$ cat config.mk
export PLATFORM = sky130hd
export DESIGN_NAME = poly_voice_alloc_flat
export DESIGN_NICKNAME = d
export VERILOG_FILES = /design/src/rtl/poly_voice_alloc_pkg.sv /design/src/rtl/poly_voice_alloc_if.sv /design/src/rtl/poly_voice_alloc_voice_slot.sv /design/src/rtl/poly_voice_alloc.sv /design/src/flat_wrapper.sv
export SDC_FILE = /design/constraint.sdc
export NUM_CORES = 1
export LEC_CHECK = 0
export CAP_MARGIN = 40
export CORE_MARGIN = 2
export CORE_UTILIZATION = 30
export CTS_BUF_LIST = sky130_fd_sc_hd__clkbuf_4
export DETAILED_ROUTE_END_ITERATION = 10
export GPL_TIMING_DRIVEN = 0
export PLACE_DENSITY_LB_ADDON = 0.05
export SYNTH_ARGS = -nofsm -noshare
export SYNTH_HDL_FRONTEND = slang
export SYNTH_HIERARCHICAL = 1
export SYNTH_SLANG_ARGS = --single-unit
$ cat constraint.sdc
create_clock -name clk -period 4.7 [get_ports clk]
set_clock_uncertainty 0.15 [all_clocks]
set_input_delay 0.705 -clock clk [delete_from_list [all_inputs] [get_ports clk]]
set_output_delay 0.705 -clock clk [all_outputs]
set_load 0.01 [all_outputs]
$ cat src/rtl/poly_voice_alloc_pkg.sv
// Shared widths and encodings for the polyphonic voice allocator.
package poly_voice_alloc_pkg;

  localparam int unsigned NOTE_W = 7;
  localparam int unsigned VEL_W  = 7;

  typedef enum logic [1:0] {
    ST_IDLE   = 2'd0,
    ST_SCAN   = 2'd1,
    ST_COMMIT = 2'd2
  } state_t;

  typedef enum logic {
    EV_ON  = 1'b0,
    EV_OFF = 1'b1
  } ev_t;

  typedef struct packed {
    logic [NOTE_W-1:0] num;
    logic [VEL_W-1:0]  vel;
    ev_t               ev;
  } event_t;

endpackage

$ cat src/rtl/poly_voice_alloc_if.sv
// Note-event input and voice-bank output bundle of the allocator.
interface poly_voice_alloc_if #(
  parameter int unsigned VOICES = 4
);
  import poly_voice_alloc_pkg::*;

  localparam int unsigned CNT_W = $clog2(VOICES + 1);

  logic [NOTE_W-1:0]        note_num;
  logic [VEL_W-1:0]         note_vel;
  logic                     note_on;
  logic                     note_off;
  logic [NOTE_W*VOICES-1:0] note_num_all;
  logic [VEL_W*VOICES-1:0]  note_vel_all;
  logic [VOICES-1:0]        gate;
  logic [VOICES-1:0]        trig;
  logic                     stolen;
  logic                     dropped;
  logic                     busy;
  logic [CNT_W-1:0]         active_cnt;

  modport master (
    output note_num, note_vel, note_on, note_off,
    input  note_num_all, note_vel_all, gate, trig, stolen, dropped, busy, active_cnt
  );

  modport slave (
    input  note_num, note_vel, note_on, note_off,
    output note_num_all, note_vel_all, gate, trig, stolen, dropped, busy, active_cnt
  );

endinterface

$ cat src/rtl/poly_voice_alloc_voice_slot.sv
// One voice slot: held note/velocity, gate and saturating age.
module poly_voice_alloc_voice_slot
  import poly_voice_alloc_pkg::*;
#(
  parameter int unsigned AGE_W = 4
) (
  input  logic              clk,
  input  logic              ce,
  input  logic              clear,
  input  logic              load,
  input  logic              rel,
  input  logic              age_inc,
  input  logic [NOTE_W-1:0] note_in,
  input  logic [VEL_W-1:0]  vel_in,
  output logic [NOTE_W-1:0] note,
  output logic [VEL_W-1:0]  vel,
  output logic              gate,
  output logic [AGE_W-1:0]  age
);

  // Release keeps note/vel so the envelope can finish its tail.
  always_ff @(posedge clk) begin
    if (clear) begin
      note <= '0;
      vel  <= '0;
      gate <= 1'b0;
      age  <= '0;
    end else if (ce) begin
      if (load) begin
        note <= note_in;
        vel  <= vel_in;
        gate <= 1'b1;
        age  <= '0;
      end else begin
        if (rel) gate <= 1'b0;
        if (age_inc && (age != '1)) age <= age + AGE_W'(1);
      end
    end
  end

endmodule

$ cat src/rtl/poly_voice_alloc.sv
// Assigns note events to voice slots: retrigger, free-voice pick, oldest-voice steal.
module poly_voice_alloc
  import poly_voice_alloc_pkg::*;
#(
  parameter int unsigned VOICES = 4,
  parameter int unsigned AGE_W  = 4,
  parameter bit          STEAL  = 1'b1
) (
  input  logic              clk,
  input  logic              rst,
  input  logic              ce,
  poly_voice_alloc_if.slave bus
);

  localparam int unsigned IDX_W = (VOICES > 1) ? $clog2(VOICES) : 1;
  localparam int unsigned CNT_W = $clog2(VOICES + 1);
  localparam logic [IDX_W-1:0] LAST_IDX = IDX_W'(VOICES - 1);

  state_t            state_q, state_d;
  event_t            ev_q, ev_d;
  logic [IDX_W-1:0]  idx_q, idx_d;
  logic              match_found_q, match_found_d;
  logic [IDX_W-1:0]  match_idx_q, match_idx_d;
  logic              free_found_q, free_found_d;
  logic [IDX_W-1:0]  free_idx_q, free_idx_d;
  logic              old_found_q, old_found_d;
  logic [IDX_W-1:0]  old_idx_q, old_idx_d;
  logic [AGE_W-1:0]  old_age_q, old_age_d;
  logic [VOICES-1:0] trig_q, trig_d;
  logic              stolen_q, stolen_d;
  logic              dropped_q, dropped_d;
  logic              busy_q;
  logic [CNT_W-1:0]  cnt_q, cnt_d;

  logic [IDX_W-1:0]  tgt;
  logic              tgt_valid;
  logic [VOICES-1:0] load, rel, age_inc;
  logic              evt_req;

  logic [NOTE_W-1:0] v_note [VOICES];
  logic [VEL_W-1:0]  v_vel  [VOICES];
  logic [AGE_W-1:0]  v_age  [VOICES];
  logic [VOICES-1:0] v_gate;

  for (genvar i = 0; i < VOICES; i++) begin : g_voice
    poly_voice_alloc_voice_slot #(.AGE_W(AGE_W)) u_slot (
      .clk     (clk),
      .ce      (ce),
      .clear   (rst),
      .load    (load[i]),
      .rel     (rel[i]),
      .age_inc (age_inc[i]),
      .note_in (ev_q.num),
      .vel_in  (ev_q.vel),
      .note    (v_note[i]),
      .vel     (v_vel[i]),
      .gate    (v_gate[i]),
      .age     (v_age[i])
    );
    assign bus.note_num_all[NOTE_W*i +: NOTE_W] = v_note[i];
    assign bus.note_vel_all[VEL_W*i +: VEL_W]   = v_vel[i];
  end

  assign evt_req = bus.note_on | bus.note_off;

  // Next-state, scan bookkeeping and commit decisions.
  always_comb begin
    state_d       = state_q;
    ev_d          = ev_q;
    idx_d         = idx_q;
    match_found_d = match_found_q;
    match_idx_d   = match_idx_q;
    free_found_d  = free_found_q;
    free_idx_d    = free_idx_q;
    old_found_d   = old_found_q;
    old_idx_d     = old_idx_q;
    old_age_d     = old_age_q;
    trig_d        = '0;
    stolen_d      = 1'b0;
    dropped_d     = 1'b0;
    cnt_d         = cnt_q;
    tgt           = '0;
    tgt_valid     = 1'b0;
    rel           = '0;
    load          = '0;
    age_inc       = '0;

    unique case (state_q)
      ST_IDLE: begin
        if (evt_req) begin
          ev_d.num      = bus.note_num;
          ev_d.vel      = bus.note_vel;
          ev_d.ev       = (bus.note_on && (bus.note_vel != '0)) ? EV_ON : EV_OFF;
          idx_d         = '0;
          match_found_d = 1'b0;
          free_found_d  = 1'b0;
          old_found_d   = 1'b0;
          state_d       = ST_SCAN;
        end
      end
      ST_SCAN: begin
        if (v_gate[idx_q] && (v_note[idx_q] == ev_q.num) && !match_found_q) begin
          match_found_d = 1'b1;
          match_idx_d   = idx_q;
        end
        if (!v_gate[idx_q] && !free_found_q) begin
          free_found_d = 1'b1;
          free_idx_d   = idx_q;
        end
        // Strict compare keeps the lowest index on equal ages.
        if (v_gate[idx_q] && (!old_found_q || (v_age[idx_q] > old_age_q))) begin
          old_found_d = 1'b1;
          old_idx_d   = idx_q;
          old_age_d   = v_age[idx_q];
        end
        if (idx_q == LAST_IDX) state_d = ST_COMMIT;
        else                   idx_d   = idx_q + IDX_W'(1);
      end
      ST_COMMIT: begin
        state_d = ST_IDLE;
        if (ev_q.ev == EV_ON) begin
          if (match_found_q) begin
            tgt       = match_idx_q;
            tgt_valid = 1'b1;
          end else if (free_found_q) begin
            tgt       = free_idx_q;
            tgt_valid = 1'b1;
            cnt_d     = cnt_q + CNT_W'(1);
          end else if (STEAL && old_found_q) begin
            tgt       = old_idx_q;
            tgt_valid = 1'b1;
            stolen_d  = 1'b1;
          end else begin
            dropped_d = 1'b1;
          end
        end else if (match_found_q) begin
          for (int i = 0; i < VOICES; i++) rel[i] = (match_idx_q == IDX_W'(i));
          cnt_d = cnt_q - CNT_W'(1);
        end
      end
      default: state_d = ST_IDLE;
    endcase

    for (int i = 0; i < VOICES; i++) begin
      load[i]    = tgt_valid && (tgt == IDX_W'(i));
      age_inc[i] = tgt_valid && v_gate[i] && (tgt != IDX_W'(i));
    end
    trig_d = load;

    if ((state_q != ST_IDLE) && evt_req) dropped_d = 1'b1;
  end

  // State register; pulse registers clear on any edge without CE.
  always_ff @(posedge clk) begin
    if (rst) begin
      state_q       <= ST_IDLE;
      ev_q          <= '0;
      idx_q         <= '0;
      match_found_q <= 1'b0;
      match_idx_q   <= '0;
      free_found_q  <= 1'b0;
      free_idx_q    <= '0;
      old_found_q   <= 1'b0;
      old_idx_q     <= '0;
      old_age_q     <= '0;
      trig_q        <= '0;
      stolen_q      <= 1'b0;
      dropped_q     <= 1'b0;
      busy_q        <= 1'b0;
      cnt_q         <= '0;
    end else begin
      if (ce) begin
        state_q       <= state_d;
        ev_q          <= ev_d;
        idx_q         <= idx_d;
        match_found_q <= match_found_d;
        match_idx_q   <= match_idx_d;
        free_found_q  <= free_found_d;
        free_idx_q    <= free_idx_d;
        old_found_q   <= old_found_d;
        old_idx_q     <= old_idx_d;
        old_age_q     <= old_age_d;
        busy_q        <= (state_d != ST_IDLE);
        cnt_q         <= cnt_d;
      end
      trig_q    <= ce ? trig_d    : '0;
      stolen_q  <= ce ? stolen_d  : 1'b0;
      dropped_q <= ce ? dropped_d : 1'b0;
    end
  end

  assign bus.gate       = v_gate;
  assign bus.trig       = trig_q & {VOICES{ce}};
  assign bus.stolen     = stolen_q & ce;
  assign bus.dropped    = dropped_q & ce;
  assign bus.busy       = busy_q;
  assign bus.active_cnt = cnt_q;

endmodule

$ cat src/flat_wrapper.sv
// flat-port wrapper written by rule: the top's interface ports become plain ports
module poly_voice_alloc_flat import poly_voice_alloc_pkg::*;
#(
  parameter int unsigned VOICES = 4,
  parameter int unsigned AGE_W  = 4,
  parameter bit          STEAL  = 1'b1
)
  (clk, rst, ce, bus_note_num, bus_note_vel, bus_note_on, bus_note_off, bus_note_num_all, bus_note_vel_all, bus_gate, bus_trig, bus_stolen, bus_dropped, bus_busy, bus_active_cnt);
  poly_voice_alloc_if #(.VOICES(VOICES)) bus_i ();
  input  logic clk;
  input  logic rst;
  input  logic ce;
  input wire logic [$bits(bus_i.note_num)-1:0] bus_note_num;
  input wire logic [$bits(bus_i.note_vel)-1:0] bus_note_vel;
  input wire logic [$bits(bus_i.note_on)-1:0] bus_note_on;
  input wire logic [$bits(bus_i.note_off)-1:0] bus_note_off;
  output wire logic [$bits(bus_i.note_num_all)-1:0] bus_note_num_all;
  output wire logic [$bits(bus_i.note_vel_all)-1:0] bus_note_vel_all;
  output wire logic [$bits(bus_i.gate)-1:0] bus_gate;
  output wire logic [$bits(bus_i.trig)-1:0] bus_trig;
  output wire logic [$bits(bus_i.stolen)-1:0] bus_stolen;
  output wire logic [$bits(bus_i.dropped)-1:0] bus_dropped;
  output wire logic [$bits(bus_i.busy)-1:0] bus_busy;
  output wire logic [$bits(bus_i.active_cnt)-1:0] bus_active_cnt;
  assign bus_i.note_num = bus_note_num;
  assign bus_i.note_vel = bus_note_vel;
  assign bus_i.note_on = bus_note_on;
  assign bus_i.note_off = bus_note_off;
  assign bus_note_num_all = bus_i.note_num_all;
  assign bus_note_vel_all = bus_i.note_vel_all;
  assign bus_gate = bus_i.gate;
  assign bus_trig = bus_i.trig;
  assign bus_stolen = bus_i.stolen;
  assign bus_dropped = bus_i.dropped;
  assign bus_busy = bus_i.busy;
  assign bus_active_cnt = bus_i.active_cnt;
  poly_voice_alloc #(.VOICES(VOICES), .AGE_W(AGE_W), .STEAL(STEAL)) u_core (.clk(clk), .rst(rst), .ce(ce), .bus(bus_i));
endmodule
==> reports/results.ini <==
[sta]
worstMarginPinSlew_ns=0.8186
rsz0062_at_grt=no
final.min_clock_period_ns=3.492
post-route-period-util_pct=74.29
worst_hold_slack_ns=0.3112
setup_tns_ns=0
relSlewSlack_pct=45.43
fmax_mhz=286.4
finalSetupViolCount=0
setup_slack_ns=1.208
hold_viol=0
finalMaxSlewViolations=0

[cts]
htree_levels=4
post_cts_buffers=0
cts.sinks=118
cts_tree=done
hold_buffers=0
path_clk_slew_ns=0.11
clk_latency_ns=0.54
clockBufferDepth=2
cts_resized=0
tritoncts.num_buffers=17
cts-root-buf=clkbuf_4

[worst_hold_path]
holdPathStages=2
holdPathEnd=u_core/g_voice[0].u_slot/vel[1]
hold_path.class=reg -> reg
hp-start=u_core/g_voice[0].u_slot/vel[1]

[critical_path]
rr_worst_depth=11
crit_fanout=10
crit_chain=buf_6, clkbuf_1, mux4_2, ha_1, nor2b_1, o21a_1, o211ai_1, a31o_1, buf_2, mux2i_1, nor2_1
crit_arrival_ns=3.76
r2r-end=u_core/old_age_q[3]
critPathLaunchType=flop
cp.required_ns=4.97
crit_path_max_incr_delay_ns=0.63
cp_top_family=buffers and inverters
rrSetupSlack_ns=1.21
worst-setup-path-type=reg -> reg
critPathBufInv=3
crit_path_top_delay_cell=mux4_2
r2r_start=u_core/idx_q[0]
cp-end-kind=flop

[route]
via_per_inst=5.028
avgRoutedWirePerCell_um=17.27
drc=0
drt_iter0_drc=252
routed_wl_mm=17.01
ant_nets=0
vias=4953
first_pass_iters=5

[yosys]
synth_seq_area_share_pct=43.68
yosysUniqueCellTypes=51
ys_warn_count=6
synth_edf_count=0
synthCells=634
synthArstFlopShare_pct=0
syn_avg_cell_area_um2=8.529
synth_top_cell_by_area=dfxtp_1
synth_most_common_cell=nand2_1
synth_seq_cells=118
synth_top_area_share_pct=43.68
synth_area_um2=5408
synth_common_cells=nand2_1, dfxtp_1, a21oi_1
synth_fp_nets=663
yosys-top-cells-area=dfxtp_1, nand2_1, a21oi_1, mux4_2, mux2i_1
ys.flop_type=dfxtp_1

[grt]
grt_remaining_overflow=0
antenna_found_initial=1
grt_usage_pct=18.07
grt_max_degree=17
grt_pass1_wl_mm=26.88
grt_pass1_vias=4795

[power]
switching_share_pct=26.25
switchingPower_mw=0.5104
clkPwrFrac_pct=41.3
power.internal_mw=1.434
comb_power_share_pct=5.7
ir_drop_mv=0.1078
p_leak_nw=2.405
power_frac_seq_pct=53.0
powerDensity_nw_per_um2=282.2

[floorplan]
ioPinCount=89
coreArea_um2=17840
dieArea_um2=19120
die_height_um=138.3
rows=49
start_util_pct=30.31
die_width_um=138.3

[placement]
place_area_um2=6575
gp_congestion=0.8469
dp_hpwl_mm=12.80
io_buffers=88
place_ws_ns=1.172

[job]
maxCapViolCount=0

[final_layout]
drive_gt1_share_pct=10.48
synthToLayoutAreaGrowth_pct=27.42
nets=770
fillers=1837
finalInstanceArea_um2=6890
fin_util_pct=38.62
multi_input_area_um2=2721
seq_area_um2=2362

[run_status]
outcome=complete, no violations

final cells by class:
class	count	share of cell area, %
clock buffers	18	1.961
clock inverters	14	2.542
multi-input cells	461	39.50
repair buffers	88	12.78
inverters	15	0.8171
diodes	2	0.07263
well taps	229	4.158
flip-flops and latches	118	34.28
plain buffers	40	3.886
state kept, by name, summed over array words and instances (netlist names):
| register | cells |
|---|---|
| u_core/state_q | 2 |
| u_core/match_found_q | 1 |
| u_core/bus.active_cnt | 3 |
| u_core/g_voice.u_slot/note | 28 |
| u_core/free_idx_q | 2 |
| u_core/ev_q | 15 |
| u_core/g_voice.u_slot/age | 16 |
| u_core/old_found_q | 1 |
| u_core/match_idx_q | 2 |
| u_core/g_voice.u_slot/vel | 28 |
| u_core/old_idx_q | 2 |
| u_core/old_age_q | 4 |
| u_core/trig_q | 4 |
| u_core/g_voice.u_slot/gate | 4 |
| u_core/idx_q | 2 |
| u_core/free_found_q | 1 |
| u_core/dropped_q | 1 |
| u_core/bus.busy | 1 |
| u_core/stolen_q | 1 |
cell families after synthesis:
group | Yosys count | share of synthesized area (%)
AOI/OAI and AO/OA | 145 | 15.94
xor gates and xnor gates | 10 | 1.620
muxes | 25 | 7.103
DFF | 118 | 43.68
and+or+nand+nor | 271 | 23.21
buffers and inverters | 55 | 5.993
adders and majority gates | 10 | 2.453
routing by layer:
layer	track usage [%]	vias up	share of wire (%)
li1	-	2414	-
met1	23.70	2383	48
met2	28.79	133	46
met3	5.092	23	4.9
met4	6.015	0	1.8
met5	0	-	0
layout by cell type, fill, tap and decap left out, types with 4 or more instances in the layout:
| cell | netlist | routed |
|---|---|---|
| a41o_1 | 4 | 4 |
| and4b_1 | 4 | 4 |
| nand4_1 | 5 | 5 |
| a31oi_1 | 8 | 8 |
| buf_2 | 7 | 7 |
| a211oi_1 | 9 | 9 |
| mux2i_1 | 14 | 14 |
| and4_4 | 4 | 4 |
| clkbuf_1 | 17 | 17 |
| clkdlybuf4s50_1 | 0 | 88 |
| nand3_1 | 9 | 9 |
| nor2b_1 | 6 | 6 |
| nand2b_1 | 10 | 10 |
| buf_6 | 8 | 8 |
| dfxtp_1 | 118 | 118 |
| xnor2_1 | 7 | 7 |
| ha_1 | 9 | 9 |
| o21ai_0 | 13 | 13 |
| buf_4 | 5 | 5 |
| mux4_2 | 8 | 8 |
| and2_1 | 10 | 10 |
| clkbuf_4 | 0 | 18 |
| inv_1 | 15 | 15 |
| nand2_1 | 161 | 161 |
| and3_1 | 5 | 5 |
| nor3b_1 | 4 | 4 |
| a21oi_1 | 90 | 90 |
| a2111oi_2 | 4 | 4 |
| a21oi_2 | 4 | 4 |
| nor2_1 | 32 | 32 |
| inv_6 | 0 | 4 |
| nand3b_1 | 5 | 5 |
| nor3_1 | 5 | 5 |
how the worst max path moves through the flow:
stage,start,endpoint,cells past startpoint
6_report,u_core/idx_q[0],u_core/old_age_q[3],11
5_1_grt,u_core/idx_q[0],u_core/old_age_q[3],11
3_3_place_gp,u_core/idx_q[0],u_core/old_age_q[1],11
2_1_floorplan,u_core/idx_q[0],u_core/old_idx_q[0],11
3_5_place_dp,u_core/idx_q[0],u_core/old_age_q[3],11
4_1_cts,u_core/idx_q[0],u_core/old_age_q[3],11
power by group through the flow:
stage	sequential (mW)	combinational [mW]	clock [mW]
floorplan	1.04	0.0641	0
global placement	1.05	0.110	0
detailed placement	1.05	0.111	0
CTS	1.03	0.111	0.832
global route	1.03	0.122	0.872
finish	1.03	0.111	0.804
worst min-delay path, delay by kind of cell, from the launching register on:
kind / cells / cell delay [ns]
flops: 1 / 0.32
compound gates: 1 / 0.05
simple gates: 1 / 0.05
stage by stage:
stage,total power [mW],std cells
final,1.944,985
after global routing,2.026,985
after CTS,1.972,983
after detailed placement,1.163,951
after global placement,1.162,951
after floorplan,1.107,634
(Power assumes the default switching activity.)
==> RTL change 1 (same settings) <==
Re-encode `state_t` (3 states) as one-hot, 3 bits wide.
--- a/src/rtl/poly_voice_alloc_pkg.sv
+++ b/src/rtl/poly_voice_alloc_pkg.sv
@@ -5,8 +5,8 @@
   localparam int unsigned VEL_W  = 7;
 
-  typedef enum logic [1:0] {
-    ST_IDLE   = 2'd0,
-    ST_SCAN   = 2'd1,
-    ST_COMMIT = 2'd2
+  typedef enum logic [2:0] {
+    ST_IDLE   = 3'b001,
+    ST_SCAN   = 3'b010,
+    ST_COMMIT = 3'b100
   } state_t;
 
Function: same outputs for any inputs over 10 cycles, from zero or initial values and one cycle with rst high; not proved beyond that.
==> RTL change 1 against the original RTL <==
- sequential cell count is 1 higher
- via count up 1.7%
- utilization fell by 0.33 points
- setup slack got worse by 0.21 ns
- area after synthesis is 1.5% higher
- critical path depth shrank 1
- power down 8.0%
- fmax down 5.8%
- cell area down 0.16%
- routed wire length increased by 4.5%
- critical endpoint is now u_core/old_age_q[1]
==> RTL change 1: results (changes against the original RTL) <==
metric	value	unit	change
status	completed		
fill count	1841		+0.22%
placed wire-length estimate	13000	um	+1.6%
Hold Path End	u_core/g_voice[2].u_slot/age[2]		
global-route wire length before repair	27800	um	+3.4%
Worst path max stage delay	0.72	ns	+0.09 ns
hold_ws	0.233	ns	-0.0785 ns
final WL	17800	um	+4.5%
DRT iter0 DRCs	312		+24%
total global-route track usage	18.6	%	+0.51 points
final core utilization	38.3	%	-0.33 points
worst slack, placed	1.02	ns	-0.153 ns
post-synthesis cell type count	45		-12%
routed vias	5035		+1.7%
sequential-to-total area share from yosys stat	43.4	%	-0.27 points
CP max stage cell	a21oi_1		
fraction of the mapped netlist area in adder cells	2.42	%	-0.036 points
total power	1.79	mW	-8.0%
Cells after Synth	648		+2.2%
xor/xnor share of the synthesized area	1.44	%	-0.18 points
gpl congestion	0.797		-5.9%
port bufs	87		-1.1%
hold path startpoint	ce		
P_int	1.27	mW	-11%
placed cell count	964		+1.4%
Area contributors post-synth	dfxtp_1 (43%), nand2_1 (11%), a21oi_1 (8.2%)		
Final Net Count	783		+1.7%
Layout Cells excl Fill	997		+1.2%
Post-Place Cell Area	6650	um2	+1.1%
Mapped Nets	677		+2.1%
Peak supply drop	131	uV	+22%
multiplexer share of the synthesized area	6.29	%	-0.81 points
Flop pwr share	58.2	%	+5.2 points
reg2reg end	u_core/old_age_q[1]		
commonest cells in the synthesized netlist	nand2_1 (165), dfxtp_1 (119), a21oi_1 (90)		
layout cell share with drive strength beyond 1	9.78	%	-0.70 points
[RTL change 1: cell count changes after synthesis, moves of 3 or more]
| cell | delta |
|---|---|
| nand2_1 | +4 |
| o21a_1 | +4 |
| nand2b_1 | +7 |
| xnor2_1 | -3 |
| nor3b_1 | +3 |
| o21ai_0 | +3 |
| and2_1 | +3 |
[RTL change 1: cell type report]
class / count / area share (%)
sequential: 119 / 34.6
tap: 229 / 4.17
buffer: 39 / 3.80
inverter: 16 / 0.873
clock inverter: 15 / 1.51
antenna: 1 / 0.0364
multi-input combinational: 474 / 40.5
clock buffer: 17 / 1.86
timing repair buffer: 87 / 12.7
[RTL change 1: per-layer routing]
metal	part of all wire [%]	routed length (um)	GRT usage [%]
met2	48	8580	30.5
met3	5.0	885	4.85
met4	1.3	234	4.94
met5	0	0	0
met1	45	8080	24.3
==> RTL change 2 (config.mk and constraints unchanged) <==
Without the edit above. `STEAL` is set to 1'b1 in 2 places; all go to 1'b0.
--- a/src/rtl/poly_voice_alloc.sv
+++ b/src/rtl/poly_voice_alloc.sv
@@ -5,5 +5,5 @@
   parameter int unsigned VOICES = 4,
   parameter int unsigned AGE_W  = 4,
-  parameter bit          STEAL  = 1'b1
+  parameter bit          STEAL  = 1'b0
 ) (
   input  logic              clk,
--- a/src/flat_wrapper.sv
+++ b/src/flat_wrapper.sv
@@ -4,5 +4,5 @@
   parameter int unsigned VOICES = 4,
   parameter int unsigned AGE_W  = 4,
-  parameter bit          STEAL  = 1'b1
+  parameter bit          STEAL  = 1'b0
 )
   (clk, rst, ce, bus_note_num, bus_note_vel, bus_note_on, bus_note_off, bus_note_num_all, bus_note_vel_all, bus_gate, bus_trig, bus_stolen, bus_dropped, bus_busy, bus_active_cnt);
Function: no difference found for any inputs over 10 cycles, from zero or initial values and one cycle with rst high; that may be too few to reach the edited logic, so the function may still have changed.
==> RTL change 2 against the original RTL <==
- sequential cell count shrank 24
- first-iteration DRC count down 6.3%
- synthesized cell count shrank 24%
- power down 27%
- routed wire length fell by 29%
- combinational power fell by 11%
- setup slack improved by 0.10 ns
- area after synthesis down 26%
- cell area fell by 24%
- critical path type is now in -> out
- largest cell class is now registers
==> RTL change 2: results (changes against the original RTL) <==
metric	value	unit	change
status	completed		
CP max stage cell	clkdlybuf4s50_1		
placed wire-length estimate	8870	um	-31%
layout cell share with drive strength beyond 1	7.47	%	-3.0 points
Synth Warn #	6		unchanged
critical path fanouts, max	10		unchanged
vias in the first global route	3400		-29%
Max H-tree Level	3		-1
Peak supply drop	133	uV	+24%
post_cts resized	0		unchanged
worst slack, placed	1.26	ns	+0.0862 ns
top flop regs	u_core/g_voice.u_slot/note (28), u_core/g_voice.u_slot/vel (28), u_core/ev_q (15)		
Antenna diodes	0		-2
post-CTS setup buffer count	0		unchanged
Avg Cell Area, Syn	8.23	um2	-3.5%
vias per cell	4.66		-7.4%
routing usage on met2	27.1	%	-1.7 points
wire per inst	15.8	um	-8.5%
Final Net Count	605		-21%
Root Buffer	clkbuf_4		
crit path DAT	2.53	ns	-1.23 ns
clock-pin slew of the registers on the worst-case setup and hold paths	0.13	ns	+0.02 ns
P_leak	1.76	nW	-27%
gpl congestion	0.818		-3.4%
largest net degree at the start of global routing	15		-2
total global-route track usage	17.6	%	-0.50 points
port bufs	87		-1.1%
M1 GR Usage	24.4	%	+0.65 points
Slew headroom	56.9	%	+11 points
met3 Use GR	3.07	%	-2.0 points
Mapped Nets	506		-24%
antenna violations before repair	0		-1
Inserted Clock Buffers	9		-8
Hold Path Class	reg -> reg		
global-route wire length before repair	18800	um	-30%
Worst path max stage delay	0.77	ns	+0.14 ns
CP top delay family	buffers and inverters		
placed cell count	749		-21%
DRT iter0 DRCs	236		-6.3%
clk_lat worst skew	0.46	ns	-0.08 ns
Hold Buf Count CTS	0		unchanged
Layout Cells excl Fill	765		-22%
CTS Buffer Depth	2		unchanged
Post-Place Cell Area	5090	um2	-23%
DR pass1 iterations	4		-1
final setup violating endpoints	0		unchanged
RTL change 2: layout make-up:
cell class	instances	area [um2]
Fill cell	1371	7900
Sequential cell	94	1880
Multi-Input combinational cell	349	1820
Timing Repair Buffer	88	878
Buffer	35	264
Tap cell	176	220
Clock inverter	6	76.3
Clock buffer	10	75.1
Inverter	7	26.3
RTL change 2: power by group:
group          switching, mW  internal [mW]
Clock                  0.272          0.216
Sequential            0.0200          0.808
Combinational         0.0546         0.0444
Total                  0.347           1.07
RTL change 2: final timing paths:
check,startpoint,endpoint,slack [ns],cells past startpoint
worst max register to register,u_core/idx_q[0],u_core/match_idx_q[1],2.31,6
worst min register to register,u_core/g_voice[1].u_slot/vel[4],u_core/g_voice[1].u_slot/vel[4],0.31,2
worst max-delay path,ce,bus_trig[2],1.31,4
worst min-delay path,u_core/g_voice[1].u_slot/vel[4],u_core/g_voice[1].u_slot/vel[4],0.31,2
RTL change 2: metal layers:
layer  part of all wire [%]  wire, um  up-vias
met1                     47      5660     1658
met5                      0         0        -
met4                    1.9       231        0
li1                       -         -     1796
met2                     45      5480       94
met3                    5.8       705       14
RTL change 2: tightest hold or removal path, cell delays in order (launching register included):
cell and delay (ns):
dfxtp_1 0.33, nand2_1 0.05, a21oi_1 0.05
